### src/rtl/mem_fifo_ctrl.sv
// Valid/ready FIFO controller wrapped around an external memory that has
// a synchronous write port and a combinational read port.
//
// Ports:
//   clk_i, arst_ni           clock, asynchronous active-low reset
//   flush_i                  synchronous clear (read pointer jumps to write pointer)
//   in_data_i/valid_i/ready_o    producer push handshake
//   out_data_o/valid_o/ready_i   consumer pop handshake (data straight from memory)
//   count_o, full_o, empty_o, almost_full_o   status from registered pointers
//   mem_we_o, mem_waddr_o, mem_wdata_o        memory write port
//   mem_raddr_o, mem_rdata_i                  memory read port
module mem_fifo_ctrl #(
    parameter int ADDR_WIDTH     = 8,
    parameter int DATA_WIDTH     = 32,
    parameter int ALMOST_FULL_TH = 2**ADDR_WIDTH - 2
) (
    input  logic                  clk_i,
    input  logic                  arst_ni,
    input  logic                  flush_i,
    input  logic [DATA_WIDTH-1:0] in_data_i,
    input  logic                  in_valid_i,
    output logic                  in_ready_o,
    output logic [DATA_WIDTH-1:0] out_data_o,
    output logic                  out_valid_o,
    input  logic                  out_ready_i,
    output logic [ADDR_WIDTH:0]   count_o,
    output logic                  full_o,
    output logic                  empty_o,
    output logic                  almost_full_o,
    output logic                  mem_we_o,
    output logic [ADDR_WIDTH-1:0] mem_waddr_o,
    output logic [DATA_WIDTH-1:0] mem_wdata_o,
    output logic [ADDR_WIDTH-1:0] mem_raddr_o,
    input  logic [DATA_WIDTH-1:0] mem_rdata_i
);

    localparam logic [ADDR_WIDTH:0] AF_TH = (ADDR_WIDTH+1)'(ALMOST_FULL_TH);
    localparam logic [ADDR_WIDTH:0] ONE   = (ADDR_WIDTH+1)'(1);

    // Pointers carry one extra wrap bit so full and empty are distinguishable.
    logic [ADDR_WIDTH:0] wr_ptr_q, wr_ptr_d;
    logic [ADDR_WIDTH:0] rd_ptr_q, rd_ptr_d;

    logic push;
    logic pop;

    always_comb begin
        empty_o = (wr_ptr_q == rd_ptr_q);
        full_o  = (wr_ptr_q[ADDR_WIDTH] != rd_ptr_q[ADDR_WIDTH]) &&
                  (wr_ptr_q[ADDR_WIDTH-1:0] == rd_ptr_q[ADDR_WIDTH-1:0]);
        count_o       = wr_ptr_q - rd_ptr_q;
        almost_full_o = (count_o >= AF_TH);
    end

    assign in_ready_o  = !full_o;
    assign out_valid_o = !empty_o;

    // A flush cycle neither writes nor moves pointers on a handshake.
    assign push = in_valid_i & in_ready_o & !flush_i;
    assign pop  = out_valid_o & out_ready_i & !flush_i;

    // Gating with reset keeps the write port idle while reset is held,
    // even if the producer is still presenting data.
    assign mem_we_o    = push & arst_ni;
    assign mem_waddr_o = wr_ptr_q[ADDR_WIDTH-1:0];
    assign mem_wdata_o = in_data_i;
    assign mem_raddr_o = rd_ptr_q[ADDR_WIDTH-1:0];
    assign out_data_o  = mem_rdata_i;

    always_comb begin
        wr_ptr_d = wr_ptr_q;
        rd_ptr_d = rd_ptr_q;
        if (flush_i) begin
            rd_ptr_d = wr_ptr_q;
        end else begin
            if (push) wr_ptr_d = wr_ptr_q + ONE;
            if (pop)  rd_ptr_d = rd_ptr_q + ONE;
        end
    end

    always_ff @(posedge clk_i or negedge arst_ni) begin
        if (!arst_ni) begin
            wr_ptr_q <= '0;
            rd_ptr_q <= '0;
        end else begin
            wr_ptr_q <= wr_ptr_d;
            rd_ptr_q <= rd_ptr_d;
        end
    end

endmodule

### config.mk
export PLATFORM = sky130hd
export DESIGN_NAME = mem_fifo_ctrl
export DESIGN_NICKNAME = d
export VERILOG_FILES = /design/src/rtl/mem_fifo_ctrl.sv
export SDC_FILE = /design/constraint.sdc
export NUM_CORES = 1
export LEC_CHECK = 0
export ABC_AREA = 0
export CORE_ASPECT_RATIO = 0.5
export CORE_MARGIN = 1.5
export CORE_UTILIZATION = 33
export CTS_CLUSTER_SIZE = 24
export DETAILED_ROUTE_END_ITERATION = 7
export PLACE_DENSITY = 0.82
export SETUP_SLACK_MARGIN = 0.3
export SLEW_MARGIN = 40
export SYNTH_ARGS = -nofsm -noshare
export SYNTH_HDL_FRONTEND = slang
export SYNTH_SLANG_ARGS = --single-unit
### constraint.sdc
create_clock -name clk_i -period 2.7 [get_ports clk_i]
set_input_delay 0.54 -clock clk_i [delete_from_list [all_inputs] [get_ports clk_i]]
set_output_delay 0.54 -clock clk_i [all_outputs]
set_load 0.05 [all_outputs]
Word level (Yosys, flattened, before mapping)

Index checks and enable logic that the tools add are counted.

Add/subtract/negate cells: 3
Magnitude comparators: 1
Shift-type cells: 0
Div/mod/pow operators: 0
Reduce and logical (&&, ||, !) cells: 6
Bitwise logic cells: 6
Eq/ne operators: 3
Mux-type cells: 2
Multiply operators: 0

Operators by type and width:

| kind                                                                                 | number |
|---|---|
| 9-bit by 1-bit adder with 9-bit output (second input constant)                       | 2 |
| 9-bit two-way mux                                                                    | 2 |
| 9-bit == test                                                                        | 1 |
| 9-bit by 8-bit greater-or-equal comparator with 1-bit output (second input constant) | 1 |
| 9-bit subtractor                                                                     | 1 |
| 8-bit == test                                                                        | 1 |
| 1-bit AND                                                                            | 5 |
| 1-bit logical NOT                                                                    | 3 |
| 2-bit AND reduction                                                                  | 1 |
| 2-bit nonzero test                                                                   | 1 |
| 1-bit logical AND                                                                    | 1 |
| 1-bit inequality test                                                                | 1 |
| 1-bit NOT                                                                            | 1 |

Flip-flop bits (word level): 18
Memory bits (read-only): 0
Memories kept: 0
Logic and storage cells: 23
Memory bits (writable): 0
Bits of input ports: 69
Bits in latches: 0

Depth between registers and ports, before layout

Gate-level depths: netlist of the first run.

Word-level depth: 6
Depth in mapped cells: 9
Depth with buffers taken out: 9

Worst setup path before layout of the first run

OpenSTA, ideal clock, no wires.

Path type: reg2out
Start: reg wr_ptr_q[0]
End: out almost_full_o
Data required time: 2.160 ns
Path slack: -0.687 ns
Cell stages (with the launch flop): 10
Arrival: 2.847 ns
Path through: dfrtp_1 inv_1 ha_1 inv_1 fa_1 nand3_1 nand2_1 xor2_1 and4_1 a41o_1

Cells in the longest elaborated chain, start to end: 2

Ends and longest elaborated chain:

| item                                                         | RTL line | RTL |
|---|---|---|
| start, declared                                              | 41       | `logic [ADDR_WIDTH:0] wr_ptr_q, wr_ptr_d;` |
| start signal, assigned                                       | 86       | `wr_ptr_q <= wr_ptr_d;` |
| 9-bit subtractor                                             | 51       | `count_o = wr_ptr_q - rd_ptr_q;` |
| net count_o[4]                                               | 26       | `output logic [ADDR_WIDTH:0] count_o,` |
| 9-bit by 8-bit greater-or-equal comparator with 1-bit output | 52       | `almost_full_o = (count_o >= AF_TH);` |
| end, declared                                                | 29       | `output logic almost_full_o,` |

The timed path passes the listed nets, and every way through them passes these cells.

Final worst setup path of the first run

Start: reg wr_ptr_q[0]
End: out almost_full_o

Cells in the longest elaborated chain, start to end: 2

Ends and longest elaborated chain:

| item                                                         | RTL line |
|---|---|
| 9-bit subtractor                                             | 51 |
| 9-bit by 8-bit greater-or-equal comparator with 1-bit output | 52 |

No other way between the ends.

==> results of run 1 <==
## layout make-up
| class | count | area (um^2) | share of cell area |
|---|---|---|---|
| Tap cell | 73 | 91.3 | 0.0354 |
| Sequential cell | 18 | 453 | 0.175 |
| Multi-Input combinational cell | 114 | 1160 | 0.449 |
| Timing Repair Buffer | 67 | 727 | 0.281 |
| Inverter | 16 | 62.6 | 0.0242 |
| Clock buffer | 4 | 88.8 | 0.0344 |
## logic make-up after synthesis
group,after synthesis,share of synthesized area
xor gates and xnor gates,22,0.100
buffers and inverters,99,0.338
DFF,18,0.226
AOI/OAI and AO/OA,29,0.0960
muxes,1,0.00565
adders and majority gates,11,0.0728
and+or+nand+nor,51,0.162
## through the flow
step | instances | hold WS (ns)
after floorplan | 231 | 0.244
after global placement | 272 | 0.501
after detailed placement | 272 | 0.503
after CTS | 285 | 0.515
after global routing | 292 | 0.530
final | 292 | 0.516
## worst max-delay path, cell delays in order, from the launching register on
cell,delay [ns]
dfrtp_1,0.39
inv_2,0.09
ha_4,0.14
inv_2,0.03
fa_2,0.36
nand3_4,0.10
nand2_4,0.08
or4_4,0.44
nand3_4,0.08
a41o_4,0.23
buf_12,0.13
## routing by layer
layer / track usage / up-vias
met5: 0 / -
met4: 0.0607 / 0
met3: 0.0690 / 22
met2: 0.284 / 75
met1: 0.155 / 724
li1: - / 671
## state kept, by name, indices dropped and copies added (netlist names)
| signal | count |
|---|---|
| rd_ptr_q | 9 |
| wr_ptr_q | 9 |
## synth_stat cells (2+ instances only)
library cell and count:
a41o_1 3, clkbuf_1 2, a21o_1 2, xnor2_1 15
buf_4 80, ha_1 10, nand3_1 6, inv_1 15
and3_1 2, or4_1 2, nand4_2 2, o21ai_1 2
nor3_1 2, nor2_1 2, nand2_1 15, nand4_1 7
dfrtp_1 18, a21oi_1 5, o21ai_0 9, nor2b_1 3
xor2_1 6
## final timing paths
check	start	endpoint	slack (ns)	cells past startpoint
worst min register to register	wr_ptr_q[8]$_DFFE_PN0P_	wr_ptr_q[8]$_DFFE_PN0P_	0.52	1
worst min-delay path	wr_ptr_q[8]$_DFFE_PN0P_	wr_ptr_q[8]$_DFFE_PN0P_	0.52	1
min in group asynchronous	arst_ni	wr_ptr_q[8]$_DFFE_PN0P_	0.65	2
worst max-delay path	wr_ptr_q[0]$_DFFE_PN0P_	almost_full_o	-0.16	10
max in group asynchronous	arst_ni	wr_ptr_q[1]$_DFFE_PN0P_	1.84	2
worst max register to register	rd_ptr_q[3]$_DFFE_PN0P_	wr_ptr_q[5]$_DFFE_PN0P_	0.48	9
## timing repair
item / CTS / global route
endpoints found under the setup margin: 10 / 11
hold buffers: 0 / 0
pin swaps: 10 / 6
gates resized for setup: 26 / 11
buffers inserted: 9 / 7
==> metrics.md, run 1 <==
| Metric | Value |
|---|---|
| CP Class | reg2out |
| Drt wl/cell | about 19 um |
| Met3 Wirelength | around 660 um |
| RSZ-0062 raised after global routing | true |
| Tcrit/Tclk final | 1.06 |
| Failing checks | setup timing |
| Core Util, Final | 0.456 |
| Post-DP HPWL | about 4 mm |
| Metal-1 WL | roughly 1.8 mm |
| Area grow syn2layout | 29.5% |
| CTS tree | built |
| Cell variety after synth | 44 |
| Die Area | between 6000 and 7000 um^2 |
| Register area share after synthesis | 0.226 |
| Drt total wl | 5.44 mm |
| Data required time of the worst path | roughly 2.2 ns |
| Final-report max-slew violation count | 0 |
| Worst-path maximum fanout | 3 |
| Final #Nets | 300 |
| Die Y-Extent | approximately 58 um |
| Initial antenna violation count | 0 |
| Residual DRC | 0 |
| Syn avg cell area | around 8.6 um^2 |
| Worst-path clk slew | around 0.050 ns |
| Count of state elements after synthesis | 18 |
| Top FF cell, synth | dfrtp_1 |
| Chip width | 113 um |
| Worst skew pair latency | 0.25 ns |
| EDFF count, synth | 0 |
| Num CTS Buffers | 3 |
| Grt total ovfl | 0 |
| Row count | 19 |
| Vias per cell | 5.11 |
| H-tree depth | 1 |
| Met2 Routed Length | between 2 and 3 mm |
| Post-Synthesis Cells | about 230 |
| Initial DRC count | 96 |
| Io pins | 164 |
| Clk root buf | clkbuf_16 |
| Crit end category | primary output |
| Largest net degree at the start of global routing | 20 |
| RePlAce Congestion | around 0.89 |
| Skew final | approximately 0.0020 ns |
| # setup viols final | 3 |
| Synthesized cell area | around 2000 um^2 |
| Status | finished with violations |
| CTS Sinks | 18 |
| Post-synth net total | approximately 310 |
| Vias post-DR | between 1k and 1.5k |
| Starting Density | 0.352 |
| Fill count | ~460 |
| Share of the synthesized area in the top cell type | 0.301 |
| Final TNS setup | -0.286 ns |
| Most common cell after layout, fill and taps aside | buf_4 |
| Hold Path Class | reg2reg |
| Post-synth ARST share | 1.00 |
| Fmax | roughly 0.35 GHz |
| Post-Place Cell Area | between 2000 and 2500 um^2 |
| IO Port Bufs | 35 |
| Place WS | about 0.06 ns |
| First-pass GRT wire length | a little under 8 mm |
| Vias in the first global route | 1,476 |
| Crit start category | flip-flop |
| Fraction of final layout cells sized beyond drive strength 1 | 0.452 |
| Deepest clock path buffer count | 2 |
| Fin. Hold Viols | 0 |
| GRT Overall Usage | 0.153 |
| Yosys warning count | 0 |
| Least-Margin Pin Slew | roughly 0.52 ns |
| Diode count | 0 |
| Slew headroom | 0.653 |
| Area leader, netlist | buf_4 |
| Commonest non-fill, non-tap cells in the layout | 28 x buf_4, 21 x clkdlybuf4s50_1, 16 x dfrtp_1, 14 x xnor2_1, 13 x nand2_1 |
| MaxCap Viol Count | 0 |
| Setup ws final | -0.158 ns |
| Post-layout min period | around 2.9 ns |
| Non-Filler Cell Area, Final | around 2600 um^2 |
| Max Used Layer | met4 |
| Core Area | about 5700 um^2 |
| Synth area leaders | buf_4 30%, dfrtp_1 23%, xnor2_1 6.6%, ha_1 6.3%, inv_1 2.8% |
| Arrival time worst endpoint | roughly 2.3 ns |
| Final ANT Viol Nets | 0 |
| 1st-pass router iterations | 4 |
Power of run 1 is not shown: default switching activity piles up to over one toggle a cycle in this logic, so the estimate is an artifact.
==> run 2: changes to the inputs <==
--- a/config.mk
+++ b/config.mk
@@ -6,10 +6,10 @@
 export NUM_CORES = 1
 export LEC_CHECK = 0
 export ABC_AREA = 0
+export CAP_MARGIN = 30
 export CORE_ASPECT_RATIO = 0.5
 export CORE_MARGIN = 1.5
 export CORE_UTILIZATION = 33
-export CTS_CLUSTER_SIZE = 24
 export DETAILED_ROUTE_END_ITERATION = 7
 export PLACE_DENSITY = 0.82
 export SETUP_SLACK_MARGIN = 0.3
==> results of run 2 <==
Same layout as run 1: the final DEF is identical, and so are final timing and power.
Power of run 2 is left out for the same reason.
